--- config.mk ---
export PLATFORM = sky130hd
export DESIGN_NAME = fetch_stage
export DESIGN_NICKNAME = d
export VERILOG_FILES = /design/src/rtl/fetch_stage.sv
export SDC_FILE = /design/constraint.sdc
export NUM_CORES = 1
export LEC_CHECK = 0
export BUFFER_PORTS_ARGS = -buffer_cell sky130_fd_sc_hd__buf_2
export CORE_MARGIN = 1.5
export CORE_UTILIZATION = 35
export DETAILED_ROUTE_END_ITERATION = 16
export GPL_ROUTABILITY_DRIVEN = 0
export GPL_TIMING_DRIVEN = 0
export SYNTH_ARGS = -nofsm -noshare
export SYNTH_HDL_FRONTEND = slang
export SYNTH_SLANG_ARGS = --single-unit
--- constraint.sdc ---
create_clock -name clk -period 7.12 [get_ports clk]
set_input_delay 0.356 -clock clk [delete_from_list [all_inputs] [get_ports clk]]
set_output_delay 0.356 -clock clk [all_outputs]
set_load 0.03 [all_outputs]
--- src/rtl/fetch_stage.sv ---
// Instruction fetch plus IF/ID register; req/gnt/rvalid imem port, one request outstanding. Optional FETCH_PERF_EN adds fetch/bubble counters.
// Latency: 1 cycle from rvalid to IF/ID; peak one instruction per 2 cycles (REQ then WAIT).
// Backpressure: stall_signal freezes IF/ID and fetch_pc; a response arriving under stall parks in a hold buffer.
module fetch_stage #(
    parameter logic [31:0] RESET_PC  = 32'h0000_0000,
    parameter logic [31:0] NOP_INSTR = 32'h0000_0013
) (
    input  logic        clk,
    input  logic        reset,
    input  logic        stall_signal,
    input  logic        pcsrc,
    input  logic [31:0] branched_PC,
    output logic        imem_req,
    output logic [31:0] imem_addr,
    input  logic        imem_gnt,
    input  logic        imem_rvalid,
    input  logic [31:0] imem_rdata,
    output logic [31:0] instruction_code,
    output logic [31:0] PC,
    output logic        if_valid
`ifdef FETCH_PERF_EN
    ,
    output logic [31:0] fetch_count,
    output logic [31:0] bubble_count
`endif
);

    typedef enum logic [1:0] {IDLE, REQ, WAIT, HOLD} state_t;

    state_t      state, state_nxt;
    logic [31:0] fetch_pc, req_pc, buf_dat, buf_pc;
    logic        drop;

    logic        rsp, accept, load_wait, load_hold, load, to_hold;
    logic [31:0] load_dat, load_pc, redirect_pc;

    assign rsp       = (state == WAIT) && imem_rvalid;
    assign accept    = rsp && !drop && !pcsrc;
    assign load_wait = accept && !stall_signal;
    assign to_hold   = accept && stall_signal;
    assign load_hold = (state == HOLD) && !stall_signal && !pcsrc;
    assign load      = load_wait || load_hold;
    assign load_dat  = load_hold ? buf_dat : imem_rdata;
    assign load_pc   = load_hold ? buf_pc  : req_pc;
    assign redirect_pc = branched_PC & ~32'h3;

    always_ff @(posedge clk or negedge reset) begin
        if (!reset) state <= IDLE;
        else        state <= state_nxt;
    end

    // A response coinciding with a redirect is the one being discarded, so fetch restarts directly.
    always_comb begin
        state_nxt = state;
        case (state)
            IDLE:    state_nxt = REQ;
            REQ:     if (imem_gnt) state_nxt = WAIT;
            WAIT:    if (rsp) state_nxt = to_hold ? HOLD : REQ;
            HOLD:    if (pcsrc || !stall_signal) state_nxt = REQ;
            default: state_nxt = IDLE;
        endcase
    end

    always_comb begin
        imem_req  = (state == REQ);
        imem_addr = fetch_pc;
    end

    always_ff @(posedge clk or negedge reset) begin
        if (!reset) begin
            fetch_pc <= RESET_PC;
            req_pc   <= RESET_PC;
            buf_dat  <= NOP_INSTR;
            buf_pc   <= RESET_PC;
            drop     <= 1'b0;
        end else begin
            if (pcsrc)     fetch_pc <= redirect_pc;
            else if (load) fetch_pc <= load_pc + 32'd4;

            if (state == REQ && imem_gnt) req_pc <= fetch_pc;

            if (to_hold) begin
                buf_dat <= imem_rdata;
                buf_pc  <= req_pc;
            end

            // Exactly one in-flight response is discarded, however many redirects pile up.
            if (rsp)
                drop <= 1'b0;
            else if (pcsrc && (state == WAIT || (state == REQ && imem_gnt)))
                drop <= 1'b1;
        end
    end

    always_ff @(posedge clk or negedge reset) begin
        if (!reset) begin
            instruction_code <= NOP_INSTR;
            PC               <= RESET_PC;
            if_valid         <= 1'b0;
        end else if (pcsrc || (!stall_signal && !load)) begin
            instruction_code <= NOP_INSTR;
            if_valid         <= 1'b0;
        end else if (load) begin
            instruction_code <= load_dat;
            PC               <= load_pc;
            if_valid         <= 1'b1;
        end
    end

`ifdef FETCH_PERF_EN
    always_ff @(posedge clk or negedge reset) begin
        if (!reset) begin
            fetch_count  <= 32'd0;
            bubble_count <= 32'd0;
        end else begin
            if (load && !pcsrc && fetch_count != 32'hFFFF_FFFF)
                fetch_count <= fetch_count + 32'd1;
            if (!if_valid && state != IDLE && bubble_count != 32'hFFFF_FFFF)
                bubble_count <= bubble_count + 32'd1;
        end
    end
`endif

endmodule

---- Yosys cells after proc, flatten, opt, wreduce, memory -nomap -nowiden ----
Index checks and enable logic that the tools add are counted.
storage, ports and cells
  flip-flop bits (word level) ............. 196
  output and inout bits ................... 98
operators by class
  equality and inequality tests ........... 6
  $add $sub $neg .......................... 1
  mux-type cells .......................... 15
  reductions and logical operators ........ 24
  bitwise operators ....................... 1
operator list
  cell                                                   count
  2-to-1 mux 32 bit                                      6
  adder 32 x 3 -> 32 bit, second input constant          1
  logical AND 1 bit                                      10
  2-to-1 mux 2 bit                                       4
  case mux 2 bit (4 select lines)                        1
  nonzero test 2 bit                                     3
  == test 2 bit, second input constant                   2
  logical NOT 1 bit                                      4
  logical OR 1 bit                                       4
  2-to-1 mux 1 bit                                       4
  inequality test 2 x 1 -> 1 bit, second input constant  2
  AND reduction 3 bit                                    1
  == test 2 x 1 -> 1 bit, second input constant          1
  logical NOT 2 bit                                      1
  inequality test 2 bit, second input constant           1
  AND reduction 2 bit                                    1
  inverter 1 bit                                         1

---- Longest topological paths before layout ----
Gate-level depths: netlist (run 1).
  depth after elaboration ................. 11
  mapped depth ............................ 14
  gate-level depth less buffers ........... 10

---- Worst setup path after synthesis (run 1) ----
No wires, ideal clock.
  path kind ............................... reg-to-reg
  start point ............................. reg state[0]
  end point ............................... reg fetch_pc[26] (netlist: imem_addr[26])
  data arrival time ....................... 3.199 ns
  stages on the path, launching flop included .. 14
  setup slack ............................. 3.826 ns
  cells stage by stage .................... dfrtp_1 ha_1 or3b_1 buf_2 buf_1 buf_2 clkbuf_1 nand2_1 nand2_1 ha_1 clkbuf_1 o221ai_1 o31a_1 o31ai_1
on the way
  longest elaborated chain between the ends .. 7
RTL lines
  element                          RTL line  source
  start, declared                  30        state_t state, state_nxt;
  start signal, assigned           49        else state <= state_nxt;
  == test 2 bit                    41        assign load_hold = (state == HOLD) && !stall_signal && !pcsrc;
  logical AND 1 bit (2 in series)  41
  2-to-1 mux 32 bit                44        assign load_pc = load_hold ? buf_pc : req_pc;
  net load_pc[3]                   35        logic [31:0] load_dat, load_pc, redirect_pc;
  adder 32 x 3 -> 32 bit           78        else if (load) fetch_pc <= load_pc + 32'd4;
  2-to-1 mux 32 bit                78
  2-to-1 mux 32 bit                77        if (pcsrc) fetch_pc <= redirect_pc;
  end signal, assigned             77
  end signal, assigned             78
  end, declared                    31        logic [31:0] fetch_pc, req_pc, buf_dat, buf_pc;
The timed path passes the listed nets, and every way through them passes these cells. The select of a mux whose other input is x is not followed.
A chain may end at the register's enable or synchronous reset.

---- Worst setup path after layout (run 1) ----
Same ends and word-level chain as after synthesis.

==> impl_metrics.ini, run 1 <==
[placement]
dp.cells = 1333
io_buffer_count = 165
dp_hpwl_microns = 19900
pre_cts_slack_ns = 2.37
place_area_sq_mm = 0.0105

[global_route]
grt_pass1_wl_microns = 42600
grt_max_degree = 101
grt.overflow.total = 0
grt_pass1_vias = 7220
grtUsageTotal_pct = 21.2
antenna_found_initial = 3

[yosys]
synth_fp_nets = 907
synth_top_family_by_area = multiplexers
synth_edf_count = 0
synth-compound-area-share_pct = 11.1
synth_top_area_share_pct = 51.9
syn_inst = 832
yosysTopAreaCell = dfrtp_1
syn_avg_cell_area_sq_um = 11.0
synthAdderAreaFrac_pct = 0.682
synth_ff_type = dfrtp_1
syn-cell-area_sq_mm = 0.00917
yosys_warnings = 0
ys_seq_elements = 196
synth_async_sr_flop_share_pct = 100
synth_xor_area_share_pct = 1.53
ys_seq_area_share_pct = 53.6
synthTopCellsByArea = dfrtp_1, mux2_2, mux2i_1
synthDistinctLibCells = 59
synthSimpleGateAreaFrac_pct = 12.6
synthMuxAreaShare_pct = 17.9

[cts]
cts-root-buf = clkbuf_16
cts_tree = built
clk_latency_ns = 0.44
cts_hold_buf = 1
cts_max_level = 4
postCtsSetupBuffers = 0
clk_path_buf_depth = 2
clock-sinks = 196
cts-resized-gates = 0
cts_buffers = 17
clkTransAtPathRegs_ns = 0.07

[timing]
hold_violations = 0
setup_ws_ns = 2.25
setup_viol = 0
drv_slew = 0
period_needed_ns = 4.87
fin_crit_sh_pct = 68.4
skew_ns = 0.0100
max_slew_margin_pct = 24.8
tns_ns = 0
worst_slew_pin_slew_ns = 1.13
fmax_mhz = 205
rsz0062_at_grt = no

[critical_path]
cp-end-kind = register
crit_fanout = 10
path_cells = ha_1 -> or3b_1 -> buf_2 -> buf_1 -> buf_2 -> clkbuf_1 -> nand2_1 -> nand2_1 -> ha_1 -> clkbuf_1 -> o221ai_1 -> o31a_1 -> o31ai_1
worst_ep_required_time_ns = 7.46
cp-start-kind = register
slowest_delay_ns = 0.62
path_class = register to register
cp_slowest_cell = buf_1
arrival_ns = 5.21

[routing]
via_per_inst = 5.37
drt-wirelength-per-cell_microns = 20.4
drt_iter0_drc = 532
routed_wl_microns = 27800
num_vias = 7345
drc = 0
postRouteAntennaNets = 0
first_pass_iters = 5

[die]
initial_core_util_pct = 35.4
rows = 59
ioPinCount = 168
die_w_microns = 165
die_area_sq_mm = 0.0272
die_y_microns = 165
core-area_sq_mm = 0.0259

[finish]
nNetsFinal = 1093
area_growth_pct = 21.0
nFillCells = 2535
layout_common_cells = dfrtp_1, buf_2, nand2_1
final_common_cell = dfrtp_1
drive_above_1_share_pct = 31.0
multiInputGateArea_sq_mm = 0.00401
stdcell_count = 1367
fin_area_sq_mm = 0.0111
seq_area_sq_mm = 0.00491

[outcome]
status = finished, final reports clean

[run]
maxCapViolCount = 0

[hold_path]
hold_path.class = input port to register

[power_and_ir_drop]
vdd_drop_max_mv = 0.197
powerDensity_mw_per_mm2 = 361
leakage_nw = 5.39
-- power by group --
group | switching [mW] | total, mW | leakage, nW | internal (mW)
logic | 0.728 | 1.21 | 2.55 | 0.485
clock network | 0.440 | 1.04 | 0.312 | 0.595
registers | 0.297 | 1.76 | 2.52 | 1.46
-- area by class of cell --
| cell class | instances | area share (%) |
|---|---|---|
| Sequential cell | 196 | 44.3 |
| Multi-Input combinational cell | 575 | 36.2 |
| Tap cell | 335 | 3.78 |
| Buffer | 50 | 1.82 |
| Inverter | 11 | 0.372 |
| Clock inverter | 10 | 1.32 |
| Timing Repair Buffer | 167 | 7.87 |
| Clock buffer | 22 | 4.36 |
| Antenna cell | 1 | 0.0226 |
-- critical path, delay by kind of cell (launching register included) --
family | cells | cell delay, ns
AND/OR/NAND/NOR | 3 | 0.46
adder cells (fa/ha/maj) | 2 | 0.55
buffers and inverters | 5 | 2.36
AO/OA/AOI/OAI | 3 | 0.94
flip-flops | 1 | 0.43
-- Yosys cell counts (10+ instances only) --
library cell and n:
and2_1 11, o221ai_1 10, clkbuf_1 30, nor3_1 14
o21ai_0 63, mux2i_1 53, nor2_1 27, xnor2_1 10
a31oi_1 17, nand2_1 131, dfrtp_1 190, and3_1 10
mux2_2 99, inv_1 11, a21oi_1 12, buf_2 11
nand4_1 10, nand3_1 12
-- kinds of logic (layout without fill, tap and decap cells) --
| group | count (synthesis) | in the layout |
|---|---|---|
| buffers and inverters | 61 | 260 |
| and+or+nand+nor | 246 | 246 |
| DFF | 196 | 196 |
| adders and majority gates | 5 | 5 |
| muxes | 152 | 152 |
| other | 0 | 1 |
| AOI/OAI and AO/OA | 156 | 156 |
| xor gates and xnor gates | 16 | 16 |
-- flip-flops by register name (all words and copies together), names as in the netlist --
name,count
PC,32
if_valid,1
state,2
req_pc,32
buf_dat,32
instruction_code,32
drop,1
imem_addr,32
buf_pc,32
-- worst paths after layout --
check | startpoint | endpoint | slack [ns] | depth (start not counted)
max | state[0] | imem_addr[26] | 2.25 | 13
min | branched_PC[6] | imem_addr[6] | 0.13 | 3
max reg2reg | state[0] | imem_addr[26] | 2.25 | 13
min reg2reg | PC[0] | PC[0] | 0.47 | 1
max in group asynchronous | reset | PC[31] | 5.67 | 3
min in group asynchronous | reset | PC[2] | 0.50 | 2
-- routing by layer --
| metal | vias up | routed length, microns | global-route usage, % |
|---|---|---|---|
| li1 | 3371 | - | - |
| met1 | 3657 | 12300 | 28.4 |
| met2 | 271 | 12400 | 32.2 |
| met3 | 42 | 2580 | 7.28 |
| met4 | 4 | 590 | 6.47 |
| met5 | - | 26 | 0 |
-- stage by stage --
step           total power, mW  hold WS, ns  utilization, %
6_report                  4.00        0.129            42.8
5_1_grt                   4.23        0.131            42.8
4_1_cts                   4.03        0.121            42.8
3_5_place_dp              2.99        0.456            40.3
3_3_place_gp              2.95        0.456            40.2
2_1_floorplan             2.56       0.0604               -
Power figures use the tool's default switching activity.
==> run 2, diff against run 1 <==
- clock period: 7.12 -> 4.5 ns (I/O delays scaled with it)
==> run 2 against run 1 <==
Against the previous run: die area is the same; global-route usage shrank 0.076 points; cell count grew 0.15%; combinational power grew 59%.
==> impl_metrics.ini, run 2 (synthesized netlist as in run 1, its figures left out) <==
[critical_path]
worst_ep_required_time_ns = 4.84
r2r_cells = 13
cp_top_family = buffers and inverters
path_cells = ha_1 -> nor3b_2 -> buf_2 -> buf_2 -> buf_2 -> buf_2 -> nand2_1 -> nand2_1 -> ha_1 -> clkbuf_2 -> o221ai_1 -> o31a_1 -> o31ai_1
crit_buf_inv = 5
path_class = register to register
cp-end-kind = register
startpoint = state[0]
reg2reg_setup_slack_ns = 0.33
cp-start-kind = register
arrival_ns = 4.51
r2r-end = imem_addr[26]
crit_fanout = 10
cp.depth = 13
reg2reg_from = state[0]
slowest_delay_ns = 0.42
crit_top_cell = buf_2
cp_slowest_cell = dfrtp_1

[global_route]
met2_usage_pct = 32.1
grt.overflow.total = 0
use_met3_pct = 7.11
grt.busiest_layer = met2
antenna_found_initial = 3
grt_max_degree = 101
gr-usage-met1_pct = 28.5
grtUsageTotal_pct = 21.1
grt_pass1_vias = 7201
grt_pass1_wl_microns = 42500

[finish]
nNetsFinal = 1095
final_common_cell = dfrtp_1
fin_area_sq_mm = 0.0111
drive_above_1_share_pct = 31.2
nFillCells = 2528
layout_common_cells = dfrtp_1, buf_2, nand2_1
seq_area_sq_mm = 0.00491
multiInputGateArea_sq_mm = 0.00402
area_growth_pct = 21.4

[routing]
drt-wirelength-per-cell_microns = 20.3
routed_wl_microns = 27800
first_pass_iters = 8
postRouteAntennaNets = 0
drt_iter0_drc = 574
num_vias = 7391
via_per_inst = 5.40
drc = 0

[power_and_ir_drop]
vdd_drop_max_mv = 0.311
leakage_nw = 5.40
powerDensity_mw_per_mm2 = 570

[timing]
rsz0062_at_grt = no
fmax_mhz = 240
drv_slew = 0
hold_violations = 0
skew_ns = 0.0125
setup_ws_ns = 0.331
period_needed_ns = 4.17
worst_slew_pin_slew_ns = 1.12
fin_crit_sh_pct = 92.7
tns_ns = 0
max_slew_margin_pct = 25.5
setup_viol = 0

[hold_path]
hp-start = branched_PC[11]
whs_path_depth = 3
hold_path.class = input port to register
min_to = imem_addr[11]

[die]
die_area_sq_mm = 0.0272
ioPinCount = 168
die_y_microns = 165
initial_core_util_pct = 35.4
die_w_microns = 165
core-area_sq_mm = 0.0259
rows = 59

[placement]
place_area_sq_mm = 0.0105
dp_hpwl_microns = 19900
pre_cts_slack_ns = -0.255
io_buffer_count = 165

[cts]
clock-sinks = 196
cts_tree = built
cts-root-buf = clkbuf_16
cts_buffers = 17
clkTransAtPathRegs_ns = 0.07
cts_max_level = 4
clk_path_buf_depth = 2
clk_latency_ns = 0.44

[run]
maxCapViolCount = 0

[outcome]
status = finished, final reports clean
## run 2: metrics by stage
| step | power (mW) | util [%] | instances | hold WS (ns) |
|---|---|---|---|---|
| 2_1_floorplan | 4.04 | - | 832 | -0.0706 |
| 6_report | 6.34 | 42.9 | 1369 | 0.00883 |
| 4_1_cts | 6.38 | 42.9 | 1368 | 0.00117 |
| 5_1_grt | 6.69 | 42.9 | 1368 | 0.00590 |
| 3_5_place_dp | 4.72 | 40.3 | 1333 | 0.325 |
| 3_3_place_gp | 4.67 | 40.2 | 1332 | 0.446 |
## run 2: power by group
part           switching [mW]  internal, mW  total [mW]
logic                    1.15         0.770        1.92
registers               0.472          2.31        2.78
clock network           0.697         0.941        1.64
## run 2: final cells by class
| class | instances | share of cell area [%] |
|---|---|---|
| Tap cell | 335 | 3.77 |
| Clock inverter | 10 | 1.32 |
| Clock buffer | 22 | 4.35 |
| Sequential cell | 196 | 44.1 |
| Inverter | 11 | 0.371 |
| Antenna cell | 1 | 0.0225 |
| Timing Repair Buffer | 170 | 8.12 |
| Multi-Input combinational cell | 575 | 36.1 |
| Buffer | 49 | 1.79 |
## run 2: worst max path at each step
stage               endpoint  slack [ns]
2_1_floorplan  imem_addr[26]        1.21
3_3_place_gp   imem_addr[26]       -0.25
3_5_place_dp   imem_addr[26]       -0.25
4_1_cts        imem_addr[26]        0.10
5_1_grt        imem_addr[26]        0.04
6_report       imem_addr[26]        0.33
## run 2: layer usage
metal	wire length [microns]	vias to the layer above	share of wire (%)
met5	26	-	0.094
li1	-	3374	-
met2	12500	274	45
met3	2590	35	9.3
met4	452	4	1.6
met1	12300	3704	44
## run 2: timing repair
| item | CTS | global route |
|---|---|---|
| setup endpoints to repair | 5 | 2 |
| gates resized for setup | 1 | 2 |
| setup buffers | 0 | 0 |
| hold endpoints to repair | 99 | 0 |
| hold buffers | 4 | 0 |
## run 2: worst min-delay path: cells and delay by family
| family | cells | cell delay (ns) |
|---|---|---|
| AO/OA/AOI/OAI | 1 | 0.07 |
| AND/OR/NAND/NOR | 1 | 0.04 |
| buffers and inverters | 1 | 0.08 |
==> run 3, diff against run 2 <==
- PLACE_DENSITY_LB_ADDON: unset -> 0.08
- clock period: 4.5 -> 5 ns (I/O delays scaled with it)
==> run 3 against run 2 <==
Against the previous run: non-clock buffer count is 2 lower; global-route usage up 0.62 points; clock skew decreased by 0.0016 ns; combinational power fell by 9.9%.
==> impl_metrics.ini, run 3 (synthesized netlist as in run 1, its figures left out) <==
[outcome]
status = finished, final reports clean

[routing]
drt-wirelength-per-cell_microns = 20.8
via_per_inst = 5.27
num_vias = 7208
first_pass_iters = 5
drt_iter0_drc = 432
postRouteAntennaNets = 0
routed_wl_microns = 28500
drc = 0

[finish]
area_growth_pct = 21.0
fin_area_sq_mm = 0.0111
multiInputGateArea_sq_mm = 0.00402
nFillCells = 2551
seq_area_sq_mm = 0.00491
layout_common_cells = dfrtp_1, buf_2, nand2_1
final_common_cell = dfrtp_1
drive_above_1_share_pct = 31.2
nNetsFinal = 1093
fin_util_pct = 42.8

[timing]
fin_crit_sh_pct = 94.2
setup_viol = 0
worst_slew_pin_slew_ns = 1.36
period_needed_ns = 4.71
drv_slew = 0
max_slew_margin_pct = 9.21
skew_ns = 0.0109
hold_violations = 0
fmax_mhz = 212
timing.hold.ws_ns = 0.0214
tns_ns = 0
rsz0062_at_grt = no

[cts]
cts_tree = built
postCtsSetupBuffers = 0
clk_latency_ns = 0.43
clock-sinks = 196
clkTransAtPathRegs_ns = 0.08
cts-root-buf = clkbuf_16
clk_path_buf_depth = 2
cts_buffers = 17
cts_max_level = 4

[die]
die_area_sq_mm = 0.0272
die_y_microns = 165
initial_core_util_pct = 35.4
ioPinCount = 168
core-area_sq_mm = 0.0259
rows = 59
die_w_microns = 165

[placement]
place_area_sq_mm = 0.0105
dp_hpwl_microns = 20500
io_buffer_count = 165

[critical_path]
path_class = register to register
crit_fanout = 10
cp-start-kind = register
cp-end-kind = register
arrival_ns = 5.05
worst_ep_required_time_ns = 5.34

[global_route]
grt_pass1_vias = 7129
grtUsageTotal_pct = 21.8
grt_pass1_wl_microns = 43500
grt.overflow.total = 0
antenna_found_initial = 2
grt_max_degree = 77

[hold_path]
hold_path.class = input port to register

[power_and_ir_drop]
total_power_mw = 5.63
leakage_nw = 5.37
p_sw_share_pct = 38.1
switchingPower_mw = 2.14
combPwrFrac_pct = 30.7
p_clk_share_pct = 25.0
vdd_drop_max_mv = 0.221
pwr-share-seq_pct = 44.4
p_int_mw = 3.49
powerDensity_mw_per_mm2 = 508

[run]
maxCapViolCount = 0
-- run 3: cell types whose count changed in the layout (fill, tap and decap cells not counted), sizes merged --
| cell | delta |
|---|---|
| buf | +1 |
| bufinv | -2 |
| clkbuf | -4 |
| clkinv | -4 |
| clkinvlp | +2 |
| diode | +2 |
| dlygate4sd3 | -3 |
| inv | +8 |
-- run 3: power by group through the flow --
stage	registers, mW	logic [mW]	clock network (mW)
2_1_floorplan	2.75	0.894	0
3_3_place_gp	2.52	1.71	0
3_5_place_dp	2.52	1.74	0
4_1_cts	2.50	1.74	1.44
5_1_grt	2.57	1.89	1.50
6_report	2.50	1.73	1.41
-- run 3: area by class of cell --
| type | count | area share (%) |
|---|---|---|
| Sequential cell | 196 | 44.3 |
| Multi-Input combinational cell | 575 | 36.2 |
| Timing Repair Buffer | 168 | 8.12 |
| Clock buffer | 18 | 3.87 |
| Tap cell | 335 | 3.78 |
| Buffer | 49 | 1.78 |
| Clock inverter | 14 | 1.48 |
| Inverter | 11 | 0.372 |
| Antenna cell | 3 | 0.0677 |
-- run 3: path summary, 6_finish.rpt --
kind	end	slack, ns	depth (start not counted)	from
setup / recovery	imem_addr[26]	0.29	13	state[0]
hold / removal	imem_addr[15]	0.02	3	branched_PC[15]
setup reg to reg	imem_addr[26]	0.29	13	state[0]
hold reg to reg	PC[16]	0.48	2	PC[16]
max in group asynchronous	buf_dat[4]	3.84	3	reset
min in group asynchronous	PC[24]	0.35	2	reset
-- run 3: metal layers --
metal  part of all wire [%]  GRT usage [%]  wire length (microns)  up-vias
met1                     45           29.7                  12900     3615
met3                    6.9           5.93                   1960       20
met2                     47           34.4                  13300      197
met4                    1.3           4.91                    361        0
met5                      0              0                      0        -
li1                       -              -                      -     3376
-- run 3: critical path: stages (launching register included) --
cell      delay [ns]
dfrtp_1         0.44
ha_1            0.27
nor3b_2         0.40
buf_2           0.38
buf_2           0.34
buf_2           0.39
buf_2           0.39
nand2_1         0.09
nand2_1         0.08
ha_1            0.28
clkbuf_1        0.51
o221ai_1        0.44
o31a_1          0.35
o31ai_1         0.23
-- run 3: stage by stage --
stage               setup WS [ns]  std cells
floorplan                    1.71        832
global route               0.0783       1366
CTS                        0.0232       1367
finish                      0.292       1369
global placement           0.0200       1332
detailed placement         0.0550       1334
-- run 3: timing repair --
item                                    CTS  global route
resized for setup                         0             1
endpoints found under the setup margin    0             2
endpoints found under the hold margin    58             0
hold buffers                              1             0
